**src/rtl/pio_reg_pkg.sv**
```systemverilog
// rtl/pio_reg_pkg.sv - shared constants, state type and byte-lane helper for the PIO register bank
package pio_reg_pkg;

    // Region codes on addr[13:12]
    localparam logic [1:0] REG_ZERO_LO = 2'b00;
    localparam logic [1:0] REG_BANK    = 2'b01;
    localparam logic [1:0] REG_ZERO_HI = 2'b10;
    localparam logic [1:0] REG_ROM     = 2'b11;

    // Per-channel dword offsets (addr[2:0])
    localparam logic [2:0] OFF_IFV4    = 3'd0;
    localparam logic [2:0] OFF_CTRL    = 3'd1;
    localparam logic [2:0] OFF_IFMACHI = 3'd2;
    localparam logic [2:0] OFF_IFMACLO = 3'd3;
    localparam logic [2:0] OFF_DV4     = 3'd4;
    localparam logic [2:0] OFF_RSVD    = 3'd5;
    localparam logic [2:0] OFF_DMACHI  = 3'd6;
    localparam logic [2:0] OFF_DMACLO  = 3'd7;

    // Global registers (addr[11:0])
    localparam logic [11:0] GA_ID     = 12'hF00;
    localparam logic [11:0] GA_COMMIT = 12'hF01;
    localparam logic [11:0] GA_ERR    = 12'hF02;
    localparam logic [11:0] GA_WRCNT  = 12'hF03;

    localparam logic [31:0] ID_BASE = 32'h504E_0000;

    // Reset addresses; channel k adds k to the local IPv4 and MAC
    localparam logic [31:0] DEF_IF_V4    = 32'h0A00_15C7;
    localparam logic [47:0] DEF_IF_MAC   = 48'h0037_7600_0001;
    localparam logic [31:0] DEF_DEST_V4  = 32'h0A00_15FF;
    localparam logic [47:0] DEF_DEST_MAC = 48'hFFFF_FFFF_FFFF;

    typedef enum logic {
        ST_IDLE = 1'b0,
        ST_SCAN = 1'b1
    } commit_state_t;

    // Lane 0 is the most significant byte
    function automatic logic [31:0] apply_be(input logic [31:0] cur,
                                             input logic [31:0] nxt,
                                             input logic [3:0]  be);
        logic [31:0] r;
        r = cur;
        if (be[0]) r[31:24] = nxt[31:24];
        if (be[1]) r[23:16] = nxt[23:16];
        if (be[2]) r[15:8]  = nxt[15:8];
        if (be[3]) r[7:0]   = nxt[7:0];
        return r;
    endfunction

endpackage

```
**src/rtl/pio_ep_reg_bank_if.sv**
```systemverilog
// rtl/pio_ep_reg_bank_if.sv - PIO read/write bus between the PCIe endpoint and the register bank
// Signals: rd_addr/rd_be/rd_data (1-cycle read), wr_addr/wr_be/wr_data/wr_en (strobe write),
// wr_busy (commit sequencer active). master = endpoint side, slave = register bank.
interface pio_ep_reg_bank_if;
    logic [13:0] rd_addr;
    logic [3:0]  rd_be;
    logic [31:0] rd_data;
    logic [13:0] wr_addr;
    logic [7:0]  wr_be;
    logic [31:0] wr_data;
    logic        wr_en;
    logic        wr_busy;

    modport master (
        output rd_addr, rd_be, wr_addr, wr_be, wr_data, wr_en,
        input  rd_data, wr_busy
    );

    modport slave (
        input  rd_addr, rd_be, wr_addr, wr_be, wr_data, wr_en,
        output rd_data, wr_busy
    );
endinterface

```
**src/rtl/pio_reg_channel.sv**
```systemverilog
// rtl/pio_reg_channel.sv - one channel's shadow/live address registers and read mux
// Ports: clk, rst (async, active-high); wr_sel/wr_off/wr_be/wr_data host write into shadow;
// commit copies shadow to live; rd_off/debug8 -> rd_data (combinational shadow view);
// if_v4/if_mac/dest_v4/dest_mac/en are the live values.
module pio_reg_channel
    import pio_reg_pkg::*;
#(
    parameter int CH_IDX = 0
) (
    input  logic        clk,
    input  logic        rst,
    input  logic        wr_sel,
    input  logic [2:0]  wr_off,
    input  logic [3:0]  wr_be,
    input  logic [31:0] wr_data,
    input  logic        commit,
    input  logic [2:0]  rd_off,
    input  logic [7:0]  debug8,
    output logic [31:0] rd_data,
    output logic [31:0] if_v4,
    output logic [47:0] if_mac,
    output logic [31:0] dest_v4,
    output logic [47:0] dest_mac,
    output logic        en
);

    localparam logic [31:0] RST_IF_V4  = DEF_IF_V4 + 32'(CH_IDX);
    localparam logic [47:0] RST_IF_MAC = DEF_IF_MAC + 48'(CH_IDX);

    logic [31:0] sh_if_v4;
    logic [47:0] sh_if_mac;
    logic [31:0] sh_dest_v4;
    logic [47:0] sh_dest_mac;
    logic        sh_en;
    logic        dirty;

    always_ff @(posedge clk or posedge rst) begin
        if (rst) begin
            sh_if_v4    <= RST_IF_V4;
            sh_if_mac   <= RST_IF_MAC;
            sh_dest_v4  <= DEF_DEST_V4;
            sh_dest_mac <= DEF_DEST_MAC;
            sh_en       <= 1'b0;
        end else if (wr_sel) begin
            case (wr_off)
                OFF_IFV4:    sh_if_v4 <= apply_be(sh_if_v4, wr_data, wr_be);
                OFF_CTRL:    if (wr_be[3]) sh_en <= wr_data[0];
                OFF_IFMACHI: sh_if_mac[47:16] <= apply_be(sh_if_mac[47:16], wr_data, wr_be);
                OFF_IFMACLO: begin
                    // MAC low half lives in the top two lanes only
                    if (wr_be[0]) sh_if_mac[15:8] <= wr_data[31:24];
                    if (wr_be[1]) sh_if_mac[7:0]  <= wr_data[23:16];
                end
                OFF_DV4:     sh_dest_v4 <= apply_be(sh_dest_v4, wr_data, wr_be);
                OFF_DMACHI:  sh_dest_mac[47:16] <= apply_be(sh_dest_mac[47:16], wr_data, wr_be);
                OFF_DMACLO: begin
                    if (wr_be[0]) sh_dest_mac[15:8] <= wr_data[31:24];
                    if (wr_be[1]) sh_dest_mac[7:0]  <= wr_data[23:16];
                end
                default: ;
            endcase
        end
    end

    always_ff @(posedge clk or posedge rst) begin
        if (rst) begin
            if_v4    <= RST_IF_V4;
            if_mac   <= RST_IF_MAC;
            dest_v4  <= DEF_DEST_V4;
            dest_mac <= DEF_DEST_MAC;
            en       <= 1'b0;
        end else if (commit) begin
            if_v4    <= sh_if_v4;
            if_mac   <= sh_if_mac;
            dest_v4  <= sh_dest_v4;
            dest_mac <= sh_dest_mac;
            en       <= sh_en;
        end
    end

    assign dirty = {sh_if_v4, sh_if_mac, sh_dest_v4, sh_dest_mac, sh_en}
                != {if_v4, if_mac, dest_v4, dest_mac, en};

    always_comb begin
        rd_data = '0;
        case (rd_off)
            OFF_IFV4:    rd_data = sh_if_v4;
            OFF_CTRL:    rd_data = {dirty, 30'b0, sh_en};
            OFF_IFMACHI: rd_data = sh_if_mac[47:16];
            OFF_IFMACLO: rd_data = {sh_if_mac[15:0], 8'h00, debug8};
            OFF_DV4:     rd_data = sh_dest_v4;
            OFF_RSVD:    rd_data = '0;
            OFF_DMACHI:  rd_data = sh_dest_mac[47:16];
            OFF_DMACLO:  rd_data = {sh_dest_mac[15:0], 16'h0};
            default:     rd_data = '0;
        endcase
    end

endmodule

```
**src/rtl/pio_ep_reg_bank.sv**
```systemverilog
// rtl/pio_ep_reg_bank.sv - multi-channel PIO register bank with atomic commit and ROM read mux
// Ports: clk, sys_rst (async, active-high); bus (pio_ep_reg_bank_if.slave) carries the PIO
// read/write bus and wr_busy; rom_data is the 1-cycle-latency ROM output; debug is shown in
// the MAC-lo reads; if_v4addr/if_macaddr/dest_v4addr/dest_macaddr/ch_en are the live values.
// Optional: PIO_REG_WRCNT_EN adds the 16-bit accepted-write counter at 0xF03.
module pio_ep_reg_bank
    import pio_reg_pkg::*;
#(
    parameter int NUM_CH  = 4,
    parameter int CH_W    = 2,
    parameter int DEBUG_W = 8
) (
    input  logic                   clk,
    input  logic                   sys_rst,
    pio_ep_reg_bank_if.slave       bus,
    input  logic [31:0]            rom_data,
    input  logic [DEBUG_W-1:0]     debug,
    output logic [NUM_CH*32-1:0]   if_v4addr,
    output logic [NUM_CH*48-1:0]   if_macaddr,
    output logic [NUM_CH*32-1:0]   dest_v4addr,
    output logic [NUM_CH*48-1:0]   dest_macaddr,
    output logic [NUM_CH-1:0]      ch_en
);

    localparam logic [CH_W-1:0] LAST_IDX = CH_W'(NUM_CH - 1);

    // Write decode
    logic [1:0]        wr_region;
    logic              wr_glob;
    logic [CH_W-1:0]   wr_ch;
    logic [3:0]        be4;
    logic              wr_drop;
    logic              wr_ok;
    logic              bank_wr;
    logic [NUM_CH-1:0] mask_data;
    logic              commit_go;
    logic              err_clr;
    logic              err;

    assign wr_region = bus.wr_addr[13:12];
    assign wr_glob   = bus.wr_addr[11:8] == 4'hF;
    assign wr_ch     = bus.wr_addr[CH_W+2:3];
    assign be4       = bus.wr_be[3:0];

    // Only the error register stays writable during a commit, so the host can clear it
    assign wr_drop   = bus.wr_en && bus.wr_busy && (bus.wr_addr != {REG_BANK, GA_ERR});
    assign wr_ok     = bus.wr_en && !wr_drop;
    assign bank_wr   = wr_ok && (wr_region == REG_BANK);
    assign mask_data = NUM_CH'(apply_be(32'h0, bus.wr_data, be4));
    assign commit_go = bank_wr && (bus.wr_addr[11:0] == GA_COMMIT) && (mask_data != '0);
    assign err_clr   = bank_wr && (bus.wr_addr[11:0] == GA_ERR) && be4[3] && bus.wr_data[0];

    // Commit sequencer
    commit_state_t     state;
    commit_state_t     state_nxt;
    logic [CH_W-1:0]   idx;
    logic [NUM_CH-1:0] mask;
    logic [NUM_CH-1:0] commit_vec;

    always_ff @(posedge clk or posedge sys_rst) begin
        if (sys_rst) state <= ST_IDLE;
        else         state <= state_nxt;
    end

    always_comb begin
        state_nxt = state;
        case (state)
            ST_IDLE: if (commit_go) state_nxt = ST_SCAN;
            ST_SCAN: if (idx == LAST_IDX) state_nxt = ST_IDLE;
            default: state_nxt = ST_IDLE;
        endcase
    end

    always_comb begin
        bus.wr_busy = (state == ST_SCAN);
    end

    always_ff @(posedge clk or posedge sys_rst) begin
        if (sys_rst) begin
            idx  <= '0;
            mask <= '0;
        end else if (state == ST_IDLE) begin
            if (commit_go) begin
                mask <= mask_data;
                idx  <= '0;
            end
        end else begin
            idx <= idx + 1'b1;
        end
    end

    always_ff @(posedge clk or posedge sys_rst) begin
        if (sys_rst)      err <= 1'b0;
        else if (wr_drop) err <= 1'b1;
        else if (err_clr) err <= 1'b0;
    end

`ifdef PIO_REG_WRCNT_EN
    logic [15:0] wrcnt;
    logic        wrcnt_clr;

    assign wrcnt_clr = bank_wr && (bus.wr_addr[11:0] == GA_WRCNT);

    always_ff @(posedge clk or posedge sys_rst) begin
        if (sys_rst)        wrcnt <= '0;
        else if (wrcnt_clr) wrcnt <= '0;
        else if (bank_wr)   wrcnt <= wrcnt + 16'd1;
    end
`endif

    // Channels
    logic [7:0]  debug8;
    logic [31:0] ch_rd [NUM_CH];
    logic [2:0]  rd_off;

    assign debug8 = 8'(debug);
    assign rd_off = bus.rd_addr[2:0];

    for (genvar k = 0; k < NUM_CH; k++) begin : g_ch
        assign commit_vec[k] = (state == ST_SCAN) && (idx == CH_W'(k)) && mask[k];

        pio_reg_channel #(.CH_IDX(k)) u_ch (
            .clk      (clk),
            .rst      (sys_rst),
            .wr_sel   (bank_wr && !wr_glob && (wr_ch == CH_W'(k))),
            .wr_off   (bus.wr_addr[2:0]),
            .wr_be    (be4),
            .wr_data  (bus.wr_data),
            .commit   (commit_vec[k]),
            .rd_off   (rd_off),
            .debug8   (debug8),
            .rd_data  (ch_rd[k]),
            .if_v4    (if_v4addr[32*k +: 32]),
            .if_mac   (if_macaddr[48*k +: 48]),
            .dest_v4  (dest_v4addr[32*k +: 32]),
            .dest_mac (dest_macaddr[48*k +: 48]),
            .en       (ch_en[k])
        );
    end

    // Read path: bank data and region are registered together, the ROM supplies its own
    // registered word in the same cycle, and the final select is a plain mux.
    logic            rd_glob;
    logic [CH_W-1:0] rd_ch;
    logic [31:0]     bank_rd;
    logic [31:0]     bank_q;
    logic [1:0]      region_q;

    assign rd_glob = bus.rd_addr[11:8] == 4'hF;
    assign rd_ch   = bus.rd_addr[CH_W+2:3];

    always_comb begin
        bank_rd = '0;
        if (rd_glob) begin
            case (bus.rd_addr[11:0])
                GA_ID:     bank_rd = ID_BASE | 32'(NUM_CH);
                GA_COMMIT: bank_rd = '0;
                GA_ERR:    bank_rd = {31'b0, err};
`ifdef PIO_REG_WRCNT_EN
                GA_WRCNT:  bank_rd = {16'h0, wrcnt};
`else
                GA_WRCNT:  bank_rd = '0;
`endif
                default:   bank_rd = '0;
            endcase
        end else if ({1'b0, rd_ch} < (CH_W+1)'(NUM_CH)) begin
            bank_rd = ch_rd[rd_ch];
        end
    end

    always_ff @(posedge clk or posedge sys_rst) begin
        if (sys_rst) begin
            bank_q   <= '0;
            region_q <= REG_ZERO_LO;
        end else begin
            bank_q   <= bank_rd;
            region_q <= bus.rd_addr[13:12];
        end
    end

    always_comb begin
        bus.rd_data = '0;
        case (region_q)
            REG_BANK:    bus.rd_data = bank_q;
            REG_ROM:     bus.rd_data = rom_data;
            REG_ZERO_LO: bus.rd_data = '0;
            REG_ZERO_HI: bus.rd_data = '0;
            default:     bus.rd_data = '0;
        endcase
    end

    logic unused_bits;
    assign unused_bits = ^{bus.rd_be, bus.wr_be[7:4], debug};

endmodule

```
**src/flat_wrapper.sv**
```systemverilog
// flat-port wrapper written by rule: the top's interface ports become plain ports
module pio_ep_reg_bank_flat import pio_reg_pkg::*;
#(
    parameter int NUM_CH  = 4,
    parameter int CH_W    = 2,
    parameter int DEBUG_W = 8
)
  (clk, sys_rst, rom_data, debug, if_v4addr, if_macaddr, dest_v4addr, dest_macaddr, ch_en, bus_rd_addr, bus_rd_be, bus_wr_addr, bus_wr_be, bus_wr_data, bus_wr_en, bus_rd_data, bus_wr_busy);
  pio_ep_reg_bank_if bus_i ();
  input  logic clk;
  input  logic sys_rst;
  input  logic [31:0] rom_data;
  input  logic [DEBUG_W-1:0] debug;
  output logic [NUM_CH*32-1:0] if_v4addr;
  output logic [NUM_CH*48-1:0] if_macaddr;
  output logic [NUM_CH*32-1:0] dest_v4addr;
  output logic [NUM_CH*48-1:0] dest_macaddr;
  output logic [NUM_CH-1:0] ch_en;
  input wire logic [$bits(bus_i.rd_addr)-1:0] bus_rd_addr;
  input wire logic [$bits(bus_i.rd_be)-1:0] bus_rd_be;
  input wire logic [$bits(bus_i.wr_addr)-1:0] bus_wr_addr;
  input wire logic [$bits(bus_i.wr_be)-1:0] bus_wr_be;
  input wire logic [$bits(bus_i.wr_data)-1:0] bus_wr_data;
  input wire logic [$bits(bus_i.wr_en)-1:0] bus_wr_en;
  output wire logic [$bits(bus_i.rd_data)-1:0] bus_rd_data;
  output wire logic [$bits(bus_i.wr_busy)-1:0] bus_wr_busy;
  assign bus_i.rd_addr = bus_rd_addr;
  assign bus_i.rd_be = bus_rd_be;
  assign bus_i.wr_addr = bus_wr_addr;
  assign bus_i.wr_be = bus_wr_be;
  assign bus_i.wr_data = bus_wr_data;
  assign bus_i.wr_en = bus_wr_en;
  assign bus_rd_data = bus_i.rd_data;
  assign bus_wr_busy = bus_i.wr_busy;
  pio_ep_reg_bank #(.NUM_CH(NUM_CH), .CH_W(CH_W), .DEBUG_W(DEBUG_W)) u_core (.clk(clk), .sys_rst(sys_rst), .bus(bus_i), .rom_data(rom_data), .debug(debug), .if_v4addr(if_v4addr), .if_macaddr(if_macaddr), .dest_v4addr(dest_v4addr), .dest_macaddr(dest_macaddr), .ch_en(ch_en));
endmodule
```
**config.mk**
```make
export PLATFORM = sky130hd
export DESIGN_NAME = pio_ep_reg_bank_flat
export DESIGN_NICKNAME = d
export VERILOG_FILES = /design/src/rtl/pio_reg_pkg.sv /design/src/rtl/pio_ep_reg_bank_if.sv /design/src/rtl/pio_reg_channel.sv /design/src/rtl/pio_ep_reg_bank.sv /design/src/flat_wrapper.sv
export SDC_FILE = /design/constraint.sdc
export NUM_CORES = 2
export LEC_CHECK = 0
export ABC_AREA = 0
export CAP_MARGIN = 20
export CELL_PAD_IN_SITES_DETAIL_PLACEMENT = 0
export CELL_PAD_IN_SITES_GLOBAL_PLACEMENT = 2
export CORE_MARGIN = 4
export CORE_UTILIZATION = 48
export DETAILED_ROUTE_END_ITERATION = 8
export DONT_BUFFER_PORTS = 1
export HOLD_SLACK_MARGIN = 0.02
export PLACE_DENSITY_LB_ADDON = 0.1
export SETUP_SLACK_MARGIN = 0.15
export SKIP_LAST_GASP = 1
export SLEW_MARGIN = 20
export SYNTH_ARGS = -nofsm -noshare
export SYNTH_HDL_FRONTEND = slang
export SYNTH_SLANG_ARGS = --single-unit
```
**constraint.sdc**
```tcl
create_clock -name clk -period 107.5 [get_ports clk]
set_input_delay 16.125 -clock clk [delete_from_list [all_inputs] [get_ports clk]]
set_output_delay 16.125 -clock clk [all_outputs]
set_load 0.005 [all_outputs]
```
==> impl_results.md <==
* Vias/cell at around 6.4
* Tightest Hold Check Type: reg2reg
* Clock sinks at 1330
* Max Used Layer: met5
* Fmax at around 31 MHz
* 1st-iter DRT viols at slightly above 4000
* Met1 wire length at between 100000 and 150000 um
* Synth Flop Type: dfrtp_1
* Buf/Inv on CP at 0
* Post-cts gate resize count at 0
* Crit-path leading delay family: multiplexers
* CTS tree: built
* Tmin final at ~33 ns
* Ports at roughly 790
* Pwr per Cell Area at roughly 16 mW/mm^2
* Die X at about 370 um
* Cell variety after synth at 64
* Hold Vio Cnt, Final at 0
* Filler cell count at approximately 11000
* Total power at ~1.1 mW
* Fin crit share at 30.36%
* CTS max path bufs at 3
* WL met2 at between 100000 and 150000 um
* CP startpoint kind: input pin
* Cells after synthesis at 4659
* Peak VDD IR at about 0.000017 V
* CP required at between 90 and 100 ns
* Yosys reg bits at 1330
* DRC errors left at 0
* Syn avg cell area at 13.70 sq um
* DP HPWL at just over 200000 um
* Worst-Margin Slew at roughly 1.3 ns
* RSZ-0062 raised after global routing: false
* Area of the multi-input gates at approximately 0.028 sq mm
* Die height at 372.6 um
* Leakage Power at ~32 nW
* Critical path arrival at approximately 17 ns
* H-tree Lvls at 4
* Critical path, cell by cell: mux2i_1 -> nor2b_1
* Post-synth EDFFs at 0
* Largest net degree at the start of global routing at between 200 and 250
* Initial Util at about half
* Mapped cell area at approximately 0.064 sq mm
* Vias at 41520
* GRT Residual Overflow at 0
* Util after Layout at 53.47%
* Total of warnings raised by yosys at 0
* GR Util All Layers at between 30% and 40%
* Worst setup margin at about 75 ns
* Slowest CP cell: mux2i_1
* Post-CTS setup repair buffer count at 0
* Post-Route WL at approximately 270000 um
* Max-cap viol count at 0
* Final setup vio count at 0
* Core area at 0.1318 sq mm
* Antenna Nets Post-Route at 0
* Ratio of cells with drive above 1 in the final layout at 51.81%
* Post-Place Worst Slack at 74.84 ns
* Pre-antenna DRT Iters at 5
* Final Max Tran Viols at 0
* Sequential Area at around 0.034 sq mm
* CP endpoint kind: output port
* Critical path class: in2out
* Worst-Skew Late Latency at approximately 0.8 ns
* Port bufs at 0
* Crit-path max FO at 1
* Vias in the first global route at 40400
* Met3 Routed Length at roughly 28000 um
* Relative slew slack at between 10% and 20%
* WL/cell at ~41 um
* CTS root buf: clkbuf_16
* Max incr delay on CP at around 0.28 ns
* Routability cong. at approximately 0.94
* Final #Nets at approximately 4700
* Cts bufs inserted at 151
* First-pass GRT wire length at between 300000 and 400000 um
* FP Rows at between 100 and 150
* Area Overhead vs Synth at 10.43%
* Hold Slack at 0.5046 ns
* Syn Nets at roughly 4800
* Clk pin slew, worst setup/hold paths at ~0.06 ns
* Hold buffer count at CTS at 0
* Initial antenna violation count at 27
* Worst Skew at around 0.025 ns
* TNS Setup at 0 ns
* Async S/R FF share, synth at 100.0%
* Status: finished clean
* Die ar. at between 0.1 and 0.15 sq mm
* Seq/Total Area, Yosys at between 50% and 60%
metal layers:
| metal | up-vias | GRT usage, % |
|---|---|---|
| met5 | - | 0 |
| met4 | 8 | 16.93 |
| met3 | 434 | 14.34 |
| met2 | 1925 | 58.03 |
| met1 | 22280 | 46.97 |
| li1 | 16870 | - |
placed cells by master, fill, tap and decap left out, drive strengths merged, types with 52 or more instances in the layout:
master and count:
mux2 1357, dfrtp 680, dfstp 650, xnor2 345, xor2 265, clkbuf 249
nand2 136, nor2 119, nand4 107, a221oi 100, nor4 94, o21ai 88
mux2i 76, inv 59, mux4 52
sequential cells by signal (all words and copies together), names as in the netlist:
signal	flops
u_core.bank_q	32
u_core.bus.wr_busy	1
u_core.err	1
u_core.g_ch.u_ch.dest_mac	192
u_core.g_ch.u_ch.dest_v4	128
u_core.g_ch.u_ch.en	4
u_core.g_ch.u_ch.if_mac	192
u_core.g_ch.u_ch.if_v4	128
u_core.g_ch.u_ch.sh_dest_mac	192
u_core.g_ch.u_ch.sh_dest_v4	128
u_core.g_ch.u_ch.sh_en	4
u_core.g_ch.u_ch.sh_if_mac	192
u_core.g_ch.u_ch.sh_if_v4	128
u_core.idx	2
u_core.mask	4
u_core.region_q	2
metrics by stage:
| step | instance area, sq um | std cells |
|---|---|---|
| 2_1_floorplan | 63820 | 4659 |
| 3_3_place_gp | 65370 | 6217 |
| 3_5_place_dp | 65380 | 6218 |
| 4_1_cts | 70420 | 6501 |
| 5_1_grt | 70440 | 6504 |
| 6_report | 70470 | 6516 |
Yosys cell counts (27+ instances only):
master	instances	share of area [%]
dfrtp_1	680	27
mux2_2	1355	24
clkbuf_1	177	1.0
o21ai_0	83	0.65
nor2b_1	38	0.37
mux4_2	52	1.8
dfstp_2	650	27
a221oi_1	99	1.4
nor2_1	75	0.44
nor4_1	94	0.92
a21oi_1	51	0.40
nor2_2	44	0.43
xnor2_1	345	4.7
nand2_1	98	0.58
buf_2	30	0.24
inv_1	48	0.28
nor3_1	27	0.21
nand4_1	107	1.0
mux2i_1	76	1.2
xor2_1	265	3.6
worst paths after layout:
| path | start | endpoint | slack (ns) | cells after the start |
|---|---|---|---|---|
| worst max-delay path | rom_data[13] | bus_rd_data[13] | 74.86 | 2 |
| worst min-delay path | u_core.g_ch[3].u_ch.sh_if_v4[16]$_DFFE_PP0P_ | u_core.g_ch[3].u_ch.sh_if_v4[16]$_DFFE_PP0P_ | 0.50 | 1 |
| worst max register to register | u_core.g_ch[3].u_ch.sh_if_v4[9]$_DFFE_PP0P_ | u_core.bank_q[31]$_DFF_PP0_ | 103.59 | 7 |
| worst min register to register | u_core.g_ch[3].u_ch.sh_if_v4[16]$_DFFE_PP0P_ | u_core.g_ch[3].u_ch.sh_if_v4[16]$_DFFE_PP0P_ | 0.50 | 1 |
| max in group asynchronous | sys_rst | u_core.g_ch[1].u_ch.if_mac[13]$_DFFE_PP0P_ | 88.22 | 5 |
| min in group asynchronous | sys_rst | u_core.g_ch[2].u_ch.if_mac[21]$_DFFE_PP0P_ | 15.42 | 1 |
cell families (layout without fill, tap and decap cells):
family	Yosys count	in the layout	share of synthesized area, %
AO/OA/AOI/OAI	359	359	4.035
XOR/XNOR	610	610	8.372
adder cells (fa/ha/maj)	4	4	0.07843
buffers and inverters	296	385	2.059
flip-flops	1330	1330	53.43
multiplexers	1485	1485	26.97
other	0	13	0
AND/OR/NAND/NOR	575	575	5.058
where the power goes:
part           switching, mW  internal, mW
clock                  0.220         0.309
combinational         0.0491        0.0298
sequential            0.0201         0.518
total                  0.289         0.857
final cells by class:
type	instances	area share [%]
clock inverter	35	0.4687
inverter	50	0.2770
antenna	13	0.04616
timing repair buffer	52	0.6001
multi-input combinational	3033	40.42
tap	1755	3.116
sequential	1330	48.38
clock buffer	248	6.685
Power figures use the tool's default switching activity.
